<file path="config.mk">
export PLATFORM = sky130hd
export DESIGN_NAME = led_canvas_scan_flat
export DESIGN_NICKNAME = d
export VERILOG_FILES = /design/src/rtl/led_canvas_scan_if.sv /design/src/rtl/led_canvas_scan.sv /design/src/flat_wrapper.sv
export SDC_FILE = /design/constraint.sdc
export NUM_CORES = 1
export LEC_CHECK = 0
export CAP_MARGIN = 15
export CORE_MARGIN = 2
export CORE_UTILIZATION = 30
export DETAILED_ROUTE_END_ITERATION = 8
export MAX_ROUTING_LAYER = met4
export SYNTH_ARGS = -nofsm -noshare
export SYNTH_HDL_FRONTEND = slang
export SYNTH_SLANG_ARGS = --single-unit
</file>
<file path="constraint.sdc">
create_clock -name CLOCK_50 -period 4.2 [get_ports CLOCK_50]
set_clock_uncertainty 0.1 [all_clocks]
set_input_delay 0.42 -clock CLOCK_50 [delete_from_list [all_inputs] [get_ports CLOCK_50]]
set_output_delay 0.42 -clock CLOCK_50 [all_outputs]
set_load 0.005 [all_outputs]
</file>
<file path="src/rtl/led_canvas_scan_if.sv">
// Bundle between the mode controller / debouncers and the LED canvas.
// Master drives enable and button pulses; slave drives the matrix pins.
interface led_canvas_scan_if #(
    parameter int ROWS = 5,
    parameter int COLS = 7
);
    logic            en;
    logic            btn_mode;
    logic            btn_shift;
    logic            btn_dec;
    logic            btn_inc;
    logic            btn_toggle;
    logic            btn_clear;
    logic [ROWS-1:0] row;
    logic [COLS-1:0] column;
    logic            edit;

    modport master (
        output en, btn_mode, btn_shift, btn_dec,
        output btn_inc, btn_toggle, btn_clear,
        input  row, column, edit
    );

    modport slave (
        input  en, btn_mode, btn_shift, btn_dec,
        input  btn_inc, btn_toggle, btn_clear,
        output row, column, edit
    );
endinterface

</file>
<file path="src/rtl/led_canvas_scan.sv">
// Row-scanned dot-matrix canvas with a frame buffer and a blinking
// edit cursor driven by one-cycle button pulses.
module led_canvas_scan #(
    parameter int ROWS      = 5,
    parameter int COLS      = 7,
    parameter int SCAN_DIV  = 50000,
    parameter int BLINK_BIT = 24
) (
    input logic              CLOCK_50,
    input logic              rst,
    led_canvas_scan_if.slave bus
);
    localparam int RW = $clog2(ROWS);
    localparam int CW = $clog2(COLS);
    localparam int SW = $clog2(SCAN_DIV);
    localparam int BW = BLINK_BIT + 1;

    localparam logic [RW-1:0] R_MAX = RW'(ROWS - 1);
    localparam logic [CW-1:0] C_MAX = CW'(COLS - 1);
    localparam logic [SW-1:0] S_TC  = SW'(SCAN_DIV - 1);

    typedef enum logic {
        VIEW = 1'b0,
        EDIT = 1'b1
    } state_t;

    state_t state, state_nxt;

    logic [ROWS-1:0][COLS-1:0] fb;
    logic [RW-1:0]             cur_r;
    logic [CW-1:0]             cur_c;
    logic                      axis_row;
    logic [SW-1:0]             scan_cnt;
    logic [RW-1:0]             scan_idx;
    logic [BW-1:0]             blink_cnt;
    logic                      blink;
    logic                      act;
    logic                      mv_inc;
    logic                      mv_dec;
    logic [ROWS-1:0]           row_q, row_nxt;
    logic [COLS-1:0]           col_q, col_nxt;

    assign blink  = blink_cnt[BLINK_BIT];
    assign act    = bus.en && state == EDIT && !bus.btn_mode;
    assign mv_inc = act && bus.btn_inc && !bus.btn_dec;
    assign mv_dec = act && bus.btn_dec && !bus.btn_inc;

    // Mode state register; its value is the edit output.
    always_ff @(posedge CLOCK_50 or posedge rst) begin
        if (rst) state <= VIEW;
        else     state <= state_nxt;
    end

    // Mode toggling; losing enable always falls back to view.
    always_comb begin
        state_nxt = state;
        if (!bus.en)
            state_nxt = VIEW;
        else if (bus.btn_mode)
            state_nxt = (state == VIEW) ? EDIT : VIEW;
    end

    // Cursor axis and position; moves use the axis held before a shift.
    always_ff @(posedge CLOCK_50 or posedge rst) begin
        if (rst) begin
            axis_row <= 1'b0;
            cur_r    <= '0;
            cur_c    <= '0;
        end else begin
            if (act && bus.btn_shift)
                axis_row <= ~axis_row;
            if (mv_inc) begin
                if (axis_row)
                    cur_r <= (cur_r == R_MAX) ? '0 : cur_r + RW'(1);
                else
                    cur_c <= (cur_c == C_MAX) ? '0 : cur_c + CW'(1);
            end else if (mv_dec) begin
                if (axis_row)
                    cur_r <= (cur_r == '0) ? R_MAX : cur_r - RW'(1);
                else
                    cur_c <= (cur_c == '0) ? C_MAX : cur_c - CW'(1);
            end
        end
    end

    // Frame buffer edits at the pre-move cursor; clear beats toggle.
    always_ff @(posedge CLOCK_50 or posedge rst) begin
        if (rst)
            fb <= '0;
        else if (act && bus.btn_clear)
            fb <= '0;
        else if (act && bus.btn_toggle)
            fb[cur_r][cur_c] <= ~fb[cur_r][cur_c];
    end

    // Row dwell counter and scanned row index, independent of enable.
    always_ff @(posedge CLOCK_50 or posedge rst) begin
        if (rst) begin
            scan_cnt <= '0;
            scan_idx <= '0;
        end else if (scan_cnt == S_TC) begin
            scan_cnt <= '0;
            scan_idx <= (scan_idx == R_MAX) ? '0 : scan_idx + RW'(1);
        end else begin
            scan_cnt <= scan_cnt + SW'(1);
        end
    end

    // Free-running counter whose top bit blinks the cursor.
    always_ff @(posedge CLOCK_50 or posedge rst) begin
        if (rst) blink_cnt <= '0;
        else     blink_cnt <= blink_cnt + BW'(1);
    end

    // Pixels of the scanned row with the cursor overlaid.
    always_comb begin
        row_nxt = '0;
        col_nxt = '0;
        if (bus.en) begin
            row_nxt[scan_idx] = 1'b1;
            col_nxt = fb[scan_idx];
            if (state == EDIT && blink && cur_r == scan_idx)
                col_nxt[cur_c] = 1'b1;
        end
    end

    // Registered matrix drive.
    always_ff @(posedge CLOCK_50 or posedge rst) begin
        if (rst) begin
            row_q <= '0;
            col_q <= '0;
        end else begin
            row_q <= row_nxt;
            col_q <= col_nxt;
        end
    end

    assign bus.row    = row_q;
    assign bus.column = col_q;
    assign bus.edit   = (state == EDIT);
endmodule

</file>
<file path="src/flat_wrapper.sv">
// flat-port wrapper written by rule: the top's interface ports become plain ports
module led_canvas_scan_flat 
#(
    parameter int ROWS      = 5,
    parameter int COLS      = 7,
    parameter int SCAN_DIV  = 50000,
    parameter int BLINK_BIT = 24
)
  (CLOCK_50, rst, bus_en, bus_btn_mode, bus_btn_shift, bus_btn_dec, bus_btn_inc, bus_btn_toggle, bus_btn_clear, bus_row, bus_column, bus_edit);
  led_canvas_scan_if #(.ROWS(ROWS), .COLS(COLS)) bus_i ();
  input logic CLOCK_50;
  input logic rst;
  input wire logic [$bits(bus_i.en)-1:0] bus_en;
  input wire logic [$bits(bus_i.btn_mode)-1:0] bus_btn_mode;
  input wire logic [$bits(bus_i.btn_shift)-1:0] bus_btn_shift;
  input wire logic [$bits(bus_i.btn_dec)-1:0] bus_btn_dec;
  input wire logic [$bits(bus_i.btn_inc)-1:0] bus_btn_inc;
  input wire logic [$bits(bus_i.btn_toggle)-1:0] bus_btn_toggle;
  input wire logic [$bits(bus_i.btn_clear)-1:0] bus_btn_clear;
  output wire logic [$bits(bus_i.row)-1:0] bus_row;
  output wire logic [$bits(bus_i.column)-1:0] bus_column;
  output wire logic [$bits(bus_i.edit)-1:0] bus_edit;
  assign bus_i.en = bus_en;
  assign bus_i.btn_mode = bus_btn_mode;
  assign bus_i.btn_shift = bus_btn_shift;
  assign bus_i.btn_dec = bus_btn_dec;
  assign bus_i.btn_inc = bus_btn_inc;
  assign bus_i.btn_toggle = bus_btn_toggle;
  assign bus_i.btn_clear = bus_btn_clear;
  assign bus_row = bus_i.row;
  assign bus_column = bus_i.column;
  assign bus_edit = bus_i.edit;
  led_canvas_scan #(.ROWS(ROWS), .COLS(COLS), .SCAN_DIV(SCAN_DIV), .BLINK_BIT(BLINK_BIT)) u_core (.CLOCK_50(CLOCK_50), .rst(rst), .bus(bus_i));
endmodule
</file>
Yosys cells after proc, flatten, opt, wreduce, memory -nomap -nowiden --
Cells that the tools add are included.
Word-level totals: bits in registers 99, bits in latches 0, bits in writable memories 0, memory bits (read-only) 0, bits of input ports 9, output and inout port bits 13, logic and storage cells 94, memories kept 0
Operators by class: add/subtract/negate cells 7, multipliers 0, div/mod/pow operators 0, $lt $le $gt $ge 6, eq/ne operators 6, shifts and indexed selects 0, mux-type cells 35, bitwise operators 3, reduce and logical (&&, ||, !) cells 23
Operators with widths (count):
- 35-bit two-way mux | 2
- 7-bit binary-select mux with 3-bit select | 2
- 3-bit two-way mux | 13
- 35-bit bitwise mux | 1
- 7-bit two-way mux | 5
- 25-bit by 1-bit adder with 25-bit output (second input constant) | 1
- 7-bit demux with 3-bit select | 1
- 16-bit by 1-bit adder with 16-bit output (second input constant) | 1
- 16-bit == test (second input constant) | 1
- 16-bit two-way mux | 1
- 1-bit logical AND | 14
- 3-bit by 4-bit < comparator with 1-bit output (second input constant) | 3
- 3-bit by 1-bit adder with 3-bit output (second input constant) | 3
- 3-bit == test (second input constant) | 3
- 3-bit by 1-bit greater-or-equal comparator with 1-bit output (second input constant) | 3
- 7-bit OR | 1
- 1-bit demux with 3-bit select | 2
- 3-bit zero test | 2
- 1-bit two-way mux | 6
- 3-bit by 1-bit subtractor with 3-bit output (second input constant) | 2
- 5-bit two-way mux | 1
- 2-bit AND reduction | 2
- 2-bit nonzero test | 2
- 1-bit binary-select mux with 3-bit select | 1
- 4 further kinds | 7

Logic depth before layout (Yosys ltp) --
Gate-level depths: netlist of the first run.
depth after elaboration 9, mapped depth 7, mapped depth without buffers 6

Least setup slack after synthesis of the first run --
OpenSTA, ideal clock, no wires.
kind reg2reg, start point register u_core.scan_cnt[0], end point register u_core.scan_idx[0], setup time 0.146 ns, arrival time 1.661 ns, data required time 3.954 ns, slack 2.293 ns, cell stages (with the launch flop) 6, path buffers 0, clock period less this slack 1.907 ns, path through dfrtp_1 -> ha_1 -> nand3_1 -> or2_2 -> nor4_1 -> o21ai_0
Between the ends: longest elaborated chain between the ends 1
RTL lines:
- start: declaration | line led_canvas_scan.sv:33 | logic [SW-1:0] scan_cnt;
- start signal: assignment | line led_canvas_scan.sv:105 | scan_cnt <= scan_cnt + SW'(1);
- 16-bit == test | line led_canvas_scan.sv:101 | end else if (scan_cnt == S_TC) begin
- end signal: assignment | line led_canvas_scan.sv:103 | scan_idx <= (scan_idx == R_MAX) ? '0 : scan_idx + RW'(1);
- end: declaration | line led_canvas_scan.sv:34 | logic [RW-1:0] scan_idx;
No other way between the ends. A chain may end at the register's enable or synchronous reset.

Worst setup path after layout of the first run --
start point input bus_en, end point register u_core.fb[24] (netlist name)
Between the ends: longest elaborated chain between the ends 4, elaborated cells on any way between the ends 6
RTL lines:
- start: declaration | line flat_wrapper.sv:13 | input wire logic [$bits(bus_i.en)-1:0] bus_en;
- 1-bit logical AND * (2 in series) | line led_canvas_scan.sv:44 | assign act = bus.en && state == EDIT && !bus.btn_mode;
- 1-bit logical AND, on equally long branches | line led_canvas_scan.sv:90, led_canvas_scan.sv:92
- 35-bit two-way mux or 2-bit nonzero test (tied branches)
- end signal: indexed assignment | line led_canvas_scan.sv:93 | fb[cur_r][cur_c] <= ~fb[cur_r][cur_c];
- end: declaration | line led_canvas_scan.sv:29 | logic [ROWS-1:0][COLS-1:0] fb;
Mark *: on every way between the ends. The rest lies on a longest branch, timed or not.

==> flow_summary.yaml, run 1 <==
logic_synthesis:
  synth_area_leaders: "dfrtp_1, xnor2_1, o211ai_1, nand3_1, o21ai_0"
  synth.avg_cell_area_um2: 10.1
  synth_fa_ha_area_share_pct: 2.88
  yosys_warnings: 0
  synth_enable_flop_cells: 0
  synth_top_family_by_area: "simple AND/OR/NAND/NOR gates"
  synth_compound_area_share_pct: 17.0
  syn_area_mm2: 0.00521
  synthFlopType: "dfrtp_1"
  yosys.cell_types.count: 55
  muxShareOfSynthArea_pct: 3.17
  synth-xor-area-share_pct: 7.23
  ys_seq_elements: 99
  synth_simple_gate_area_share_pct: 18.8
  syn_nets: 538
  netlist.area_leader.share_pct: 47.5
  ys_async_sr_fraction_pct: 100
  synth_seq_area_share_pct: 47.5
  synthCells: 517
  synth_top_cell_by_area: "dfrtp_1"
floorplanning:
  rows: 48
  die_x_um: 136
  die_area_mm2: 0.0184
  io_pins: 22
  start_util_pct: 30.4
  die_height_um: 136
  fp.coreArea_mm2: 0.0171
timing:
  worst_pin_slew_ps: 1140
  hold_violations: 0
  slew_headroom_pct: 23.4
  clock.fmax_ghz: 0.376
  rsz0062_at_grt: "false"
  final_max_slew_viol_count: 0
  post-route-min-period_ps: 2660
  tns_ps: 0
  post-route-period-util_pct: 63.3
  postLayoutSetupSlackWorst_ps: 1540
  setup_viol: 0
detailed_routing:
  dr.pass1.iters: 7
  wl_per_cell_um: 16.6
  wl_mm: 12.5
  ant_nets: 0
  dr.first_iter.drc_count: 393
  vias_per_cell: 5.54
  vias: 4165
  drcViolationCount: 0
worst_hold_path:
  hp-class: "reg -> reg"
clocking:
  cts_htree_levels: 3
  cts_buffer_depth: 2
  cts_buffers: 9
  cts.sinks: 99
  cts_setup_buffers: 0
  clock_latency_ps: 360
  cts_resized: 0
  cts_hold_buf: 0
  clk_pin_slew_ps: 70
  root_buffer: "clkbuf_16"
  cts_tree: "built"
global_routing:
  grt_pass1_wl_mm: 20.9
  grt_use_total_pct: 15.0
  antenna_found_initial: 0
  gr-total-overflow: 0
  grt_pass1_vias: 4022
  grt_max_degree: 69
critical_path:
  slowest_delay_ps: 820
  cp.required_ps: 4340
  cp-start-kind: "input port"
  crit_type: "in -> reg"
  critPathMaxFanout: 33
  arrival_ps: 2800
  crit_slowest_cell: "nand2_1"
  crit_path_end_kind: "flip-flop"
  cp_cell_sequence: "clkdlybuf4s50_1 -> and3b_1 -> nand2_1 -> o311ai_0 -> o41ai_1"
  path_delay_family: "simple AND/OR/NAND/NOR gates"
  critical_path_buf_inv_count: 1
placement:
  gp_congestion: 0.911
  dp_hpwl_mm: 8.59
  placed_area_mm2: 0.00560
  numPortBuffers: 21
  pre_cts_slack_ps: 1230
power:
  power.total_uw: 2500
  vdd_drop_max_v: 0.000169
  powerDensity_mw_per_mm2: 422
  p_leak_uw: 0.00239
final_layout:
  num-nets-final: 543
  num_antenna_cells: 0
  fin_util_pct: 34.6
  design_area_mm2: 0.00592
  layout-drive-gt1-share_pct: 6.64
  syn_to_final_growth_pct: 13.6
run_status:
  status: "finished clean"
run:
  maxCapViolCount: 0
-- per-stage QoR --
stage	hold WS, ps	std cells
after floorplan	338	517
after global placement	351	736
after detailed placement	357	736
after CTS	370	752
after global routing	383	752
final	371	752
-- where the power goes --
| group | switching, uW | leakage (uW) | internal [uW] |
|---|---|---|---|
| logic | 303 | 0.000900 | 181 |
| registers | 108 | 0.00134 | 998 |
| clock network | 377 | 0.000154 | 529 |
-- path summary, 6_finish.rpt --
kind	slack (ps)	cells after the start	startpoint	endpoint
setup reg to reg	1830	4	u_core.scan_idx[2]	u_core.bus.column[2]
setup / recovery	1540	5	bus_en	u_core.fb[24]
max in group asynchronous	2750	3	rst	u_core.fb[1]
min in group asynchronous	470	2	rst	u_core.blink_cnt[8]
hold / removal	370	1	u_core.blink_cnt[15]	u_core.blink_cnt[15]
hold reg to reg	370	1	u_core.blink_cnt[15]	u_core.blink_cnt[15]
-- routing by layer --
metal	GRT usage [%]	vias to the layer above	wire [um]
met3	1.80	30	725
met2	22.5	138	5590
li1	-	1924	-
met5	-	-	0
met4	8.28	0	394
met1	19.6	2073	5750
-- layout make-up --
cell class / count / area [um2]
clock buffers: 10 / 229
clock inverters: 6 / 93.8
fillers: 1717 / 11200
inverters: 12 / 47.5
multi-input cells: 376 / 2560
flip-flops and latches: 99 / 2480
well taps: 225 / 282
repair buffers: 24 / 233
-- state kept, by name (all words and copies together), names as in the netlist --
name and flops:
u_core.bus.column 7, u_core.cur_r 3, u_core.axis_row 1, u_core.bus.row 5, u_core.scan_cnt 16, u_core.fb 35
u_core.scan_idx 3, u_core.cur_c 3, u_core.bus.edit 1, u_core.blink_cnt 25
-- cell usage after synthesis (7+ instances only) --
| library cell | number |
|---|---|
| or3_1 | 9 |
| xor2_1 | 17 |
| ha_1 | 12 |
| dfrtp_1 | 99 |
| o31ai_1 | 13 |
| nand2_1 | 33 |
| nor4_1 | 11 |
| o21ai_0 | 34 |
| nand3_1 | 35 |
| o211ai_1 | 26 |
| nand4_1 | 10 |
| clkbuf_1 | 19 |
| nor2_1 | 18 |
| o21a_1 | 8 |
| mux2i_1 | 12 |
| xnor2_1 | 26 |
| nor3_1 | 8 |
| inv_1 | 12 |
| a21oi_1 | 12 |
| a22oi_1 | 7 |
-- kinds of logic (layout without fill, tap and decap cells) --
group	after synthesis	count (layout)
fa+ha+maj	12	12
mux	16	16
compound gates	133	133
simple gates	172	172
xor+xnor	43	43
flops	99	99
buf+inv	42	52
-- placed cells by master (no fill, tap or decap), types with 7 or more instances in the layout --
cell / n
dfrtp_1: 99
nand3_1: 35
o21a_1: 8
o31ai_1: 13
nor2_1: 18
o211ai_1: 26
xnor2_1: 26
o21ai_0: 34
a22oi_1: 7
clkdlybuf4s50_1: 21
ha_1: 12
clkbuf_16: 9
nor4_1: 11
nor3_1: 8
or3_1: 9
nand2_1: 33
mux2i_1: 12
nand4_1: 10
inv_1: 11
a21oi_1: 12
xor2_1: 17
No activity file was read; power rests on OpenSTA's default activity.
==> run 2: changes to the inputs <==
==> constraint.sdc (replaced) <==
create_clock -name CLOCK_50 -period 2.7 [get_ports CLOCK_50]
set_clock_uncertainty 0.1 [all_clocks]
set_input_delay 0.27 -clock CLOCK_50 [delete_from_list [all_inputs] [get_ports CLOCK_50]]
set_output_delay 0.27 -clock CLOCK_50 [all_outputs]
set_load 0.005 [all_outputs]
==> run 2 against run 1 <==
Register-to-register slack got worse by 1400 ps. Hold slack got worse by 66 ps. Die area unchanged. Routed wire length rose by 4.1%.
==> flow_summary.yaml, run 2 (synthesis gave the netlist of run 1 again) <==
detailed_routing:
  vias_per_cell: 5.47
  highest_layer: "met4"
  wl_mm: 13.0
  dr.pass1.iters: 5
  vias: 4192
  wl_met2_mm: 5.93
  ant_nets: 0
  drcViolationCount: 0
  dr.first_iter.drc_count: 456
  wl_met3_um: 705
  wl_per_cell_um: 16.9
  wl_met1_mm: 6.05
critical_path:
  critPathMaxFanout: 14
  crit_slowest_cell: "dfrtp_1"
  crit_path_end_kind: "flip-flop"
  cp-start-kind: "flip-flop"
  arrival_ps: 2370
  cp.required_ps: 2810
  slowest_delay_ps: 710
  critical_path_buf_inv_count: 1
  cp_cell_sequence: "inv_1 -> or3_1 -> o311ai_0 -> o21ai_0"
  crit_type: "reg -> reg"
  path_delay_family: "flip-flops"
global_routing:
  gr-total-overflow: 0
  grt_pass1_wl_mm: 21.9
  grt_pass1_vias: 4173
  grt_max_degree: 100
  grt_use_total_pct: 15.5
  antenna_found_initial: 0
placement:
  numPortBuffers: 21
  placed_area_mm2: 0.00572
  gp_congestion: 0.896
  dp_hpwl_mm: 9.02
floorplanning:
  die_area_mm2: 0.0184
  die_height_um: 136
  rows: 48
  die_x_um: 136
  start_util_pct: 30.4
  fp.coreArea_mm2: 0.0171
  io_pins: 22
timing:
  final_max_slew_viol_count: 0
  slew_headroom_pct: 56.6
  rsz0062_at_grt: "false"
  post-route-period-util_pct: 83.7
  hold_violations: 0
  clock.fmax_ghz: 0.442
  post-route-min-period_ps: 2260
  worst_pin_slew_ps: 650
  tns_ps: 0
  setup_viol: 0
final_layout:
  largest_reg_flops: 35
  nFillCells: 1710
  final_common_cell: "dfrtp_1"
  syn_to_final_growth_pct: 15.2
  design_area_mm2: 0.00601
  num_antenna_cells: 0
  regArea_mm2: 0.00248
  multiInputGateArea_mm2: 0.00256
  top_register: "u_core.fb"
  num-nets-final: 558
  layout-drive-gt1-share_pct: 9.23
  reg_top3: "u_core.fb: 35 flops, u_core.blink_cnt: 25 flops, u_core.scan_cnt: 16 flops"
  layout_common_cells: "dfrtp_1, nand3_1, o21ai_0"
clocking:
  clk_pin_slew_ps: 70
  cts_tree: "built"
  cts_resized: 0
  cts.sinks: 99
  cts_buffers: 9
  root_buffer: "clkbuf_16"
  cts_setup_buffers: 0
  cts_buffer_depth: 2
  cts_hold_buf: 0
  cts_htree_levels: 3
  clock_latency_ps: 350
run:
  maxCapViolCount: 0
run_status:
  status: "finished clean"
power:
  vdd_drop_max_v: 0.000299
  powerDensity_mw_per_mm2: 632
  p_leak_uw: 0.00245
worst_hold_path:
  hp-class: "in -> async"
-- run 2: path summary, 6_finish.rpt --
kind                                       from              endpoint  slack, ps  depth (start not counted)
setup / recovery                u_core.cur_r[0]          u_core.fb[7]        440                          4
hold / removal                              rst   u_core.blink_cnt[9]        310                          3
setup reg to reg                u_core.cur_r[0]          u_core.fb[7]        440                          4
hold reg to reg            u_core.blink_cnt[21]  u_core.blink_cnt[21]        370                          1
max in group asynchronous                   rst         u_core.fb[34]       1790                          3
min in group CLOCK_50      u_core.blink_cnt[21]  u_core.blink_cnt[21]        370                          1
-- run 2: tightest hold or removal path, stage by stage --
cell and delay (ps):
clkdlybuf4s50_1 440, clkinvlp_4 100, buf_12 400
-- run 2: metrics by stage --
stage	std cells	power, uW	hold slack [ps]	util, %	setup slack (ps)
after floorplan	517	2280	301	-	793
after global placement	751	2510	352	33.4	434
after detailed placement	751	2540	356	33.4	365
after CTS	767	3790	350	35.1	519
after global routing	767	4000	385	35.1	300
final	767	3800	306	35.1	439
-- run 2: routing by layer --
layer / vias up / global-route usage (%)
met2: 138 / 23.2
met5: - / -
li1: 1958 / -
met3: 21 / 2.43
met4: 0 / 6.54
met1: 2075 / 20.9
-- run 2: power breakdown --
| part | internal [uW] | switching (uW) | total, uW |
|---|---|---|---|
| sequential | 1550 | 192 | 1740 |
| clock | 644 | 613 | 1260 |
| combinational | 319 | 478 | 797 |
| total | 2510 | 1280 | 3800 |
-- run 2: layout make-up --
type | instances | area share, %
Clock inverter | 6 | 0.896
Inverter | 12 | 0.812
Multi-Input combinational cell | 376 | 42.6
Tap cell | 225 | 4.69
Timing Repair Buffer | 39 | 5.96
Clock buffer | 10 | 3.81
Sequential cell | 99 | 41.3
==> run 3: changes to the inputs <==
==> constraint.sdc (replaced) <==
create_clock -name CLOCK_50 -period 2.4 [get_ports CLOCK_50]
set_clock_uncertainty 0.1 [all_clocks]
set_input_delay 0.24 -clock CLOCK_50 [delete_from_list [all_inputs] [get_ports CLOCK_50]]
set_output_delay 0.24 -clock CLOCK_50 [all_outputs]
set_load 0.005 [all_outputs]
==> run 3 against run 2 <==
Final cell count grew 1.3%. Critical path depth is the same. Maximum frequency grew 7.2%. Critical path type unchanged. Core utilization grew 0.58 points. Die area is the same. Sequential power grew 9%. Non-clock buffer count grew 10. Flip-flop and latch count is the same.
==> flow_summary.yaml, run 3 (synthesis gave the netlist of run 1 again) <==
critical_path:
  critPathMaxFanout: 10
  reg2reg_from: "u_core.scan_cnt[5]"
  cp-start-kind: "flip-flop"
  arrival_ps: 2250
  rrSetupSlack_ps: 290
  crit_path_end_kind: "flip-flop"
  cp.required_ps: 2540
  reg2reg_depth: 4
  crit_type: "reg -> reg"
  crit_start: "u_core.scan_cnt[5]"
power:
  clockPowerShare_pct: 33.3
  power.switching_uw: 1400
  internal_power_uw: 2960
  p_leak_uw: 0.00251
  sw_frac_of_total_pct: 32.1
  vdd_drop_max_v: 0.000328
  p_seq_share_pct: 43.5
  powerDensity_mw_per_mm2: 715
  comb_power_share_pct: 23.2
timing:
  hold_violations: 0
  slew_headroom_pct: 55.1
  clock.fmax_ghz: 0.474
  final_max_slew_viol_count: 0
  worst_pin_slew_ps: 672
  rsz0062_at_grt: "false"
  tns_ps: 0
  post-route-period-util_pct: 87.9
  setup_viol: 0
  post-route-min-period_ps: 2110
  postLayoutSetupSlackWorst_ps: 290
clocking:
  cts_tree: "built"
  cts.sinks: 99
  cts_resized: 0
  clk_pin_slew_ps: 70
  cts_hold_buf: 0
  cts_htree_levels: 3
  cts_buffers: 9
  cts_buffer_depth: 2
  root_buffer: "clkbuf_16"
  clock_latency_ps: 360
  cts_setup_buffers: 0
final_layout:
  final_common_cell: "dfrtp_1"
  num-nets-final: 568
  num_antenna_cells: 0
  syn_to_final_growth_pct: 17.1
  largest_reg_flops: 35
  layout-drive-gt1-share_pct: 10.9
  layout_common_cells: "dfrtp_1, nand3_1, o21ai_0"
  reg_top3: "u_core.fb: 35 flops, u_core.blink_cnt: 25 flops, u_core.scan_cnt: 16 flops"
  top_register: "u_core.fb"
detailed_routing:
  wl_mm: 13.0
  drcViolationCount: 0
  vias: 4179
  ant_nets: 0
  dr.first_iter.drc_count: 304
  vias_per_cell: 5.38
  wl_per_cell_um: 16.7
  dr.pass1.iters: 4
run_status:
  status: "finished clean"
placement:
  numPortBuffers: 21
  dp_hpwl_mm: 9.19
  pre_cts_slack_ps: 203
  gp_congestion: 0.862
floorplanning:
  rows: 48
  fp.coreArea_mm2: 0.0171
  die_height_um: 136
  start_util_pct: 30.4
  die_area_mm2: 0.0184
  die_x_um: 136
  io_pins: 22
global_routing:
  grt_max_degree: 41
  grt_use_total_pct: 15.3
  antenna_found_initial: 0
  gr-total-overflow: 0
  grt_pass1_vias: 4186
  grt_pass1_wl_mm: 21.6
worst_hold_path:
  hp-class: "in -> async"
run:
  maxCapViolCount: 0
==> run 3: path summary, 6_finish.rpt <==
check | end
setup / recovery | u_core.scan_idx[2]
hold / removal | u_core.scan_cnt[2]
setup reg to reg | u_core.scan_idx[2]
hold reg to reg | u_core.blink_cnt[23]
max in group asynchronous | u_core.fb[14]
min in group CLOCK_50 | u_core.blink_cnt[23]
==> run 3: layout make-up <==
class                           instances  area [um2]
Inverter                               12        48.8
Clock buffer                           10         229
Sequential cell                        99        2480
Multi-Input combinational cell        376        2560
Clock inverter                          6        65.1
Tap cell                              225         282
Timing Repair Buffer                   49         445
Fill cell                            1698       11000
==> run 3: stage by stage <==
step | hold slack, ps | cells | power (uW) | area (um2) | utilization (%)
6_report | 227 | 777 | 4360 | 6100 | 35.7
2_1_floorplan | 271 | 517 | 2570 | 5220 | -
3_3_place_gp | 353 | 761 | 2900 | 5810 | 33.9
5_1_grt | 287 | 777 | 4590 | 6100 | 35.7
4_1_cts | 236 | 777 | 4380 | 6100 | 35.7
3_5_place_dp | 364 | 761 | 2920 | 5810 | 33.9
==> run 3: power groups by stage <==
stage | Sequential, uW | Clock, uW | Combinational, uW
3_3_place_gp | 1920 | 0 | 973
5_1_grt | 1910 | 1570 | 1110
2_1_floorplan | 1840 | 0 | 724
6_report | 1900 | 1450 | 1010
3_5_place_dp | 1920 | 0 | 998
4_1_cts | 1890 | 1480 | 1000
==> run 3: routing by layer <==
layer  share of wire (%)  GRT usage, %  routed length (um)  vias up
met5                   0             -                   0        -
met4                 2.6          7.00                 340        0
met3                 4.5          1.87                 587       26
met2                  46          23.9                6020      123
met1                  46          19.9                6030     2055
li1                    -             -                   -     1975
==> run 3: critical path: stages, from the launching register on <==
cell,delay [ps]
dfrtp_1,450
or4b_4,590
nor4_4,570
o21a_1,210
mux2i_1,70
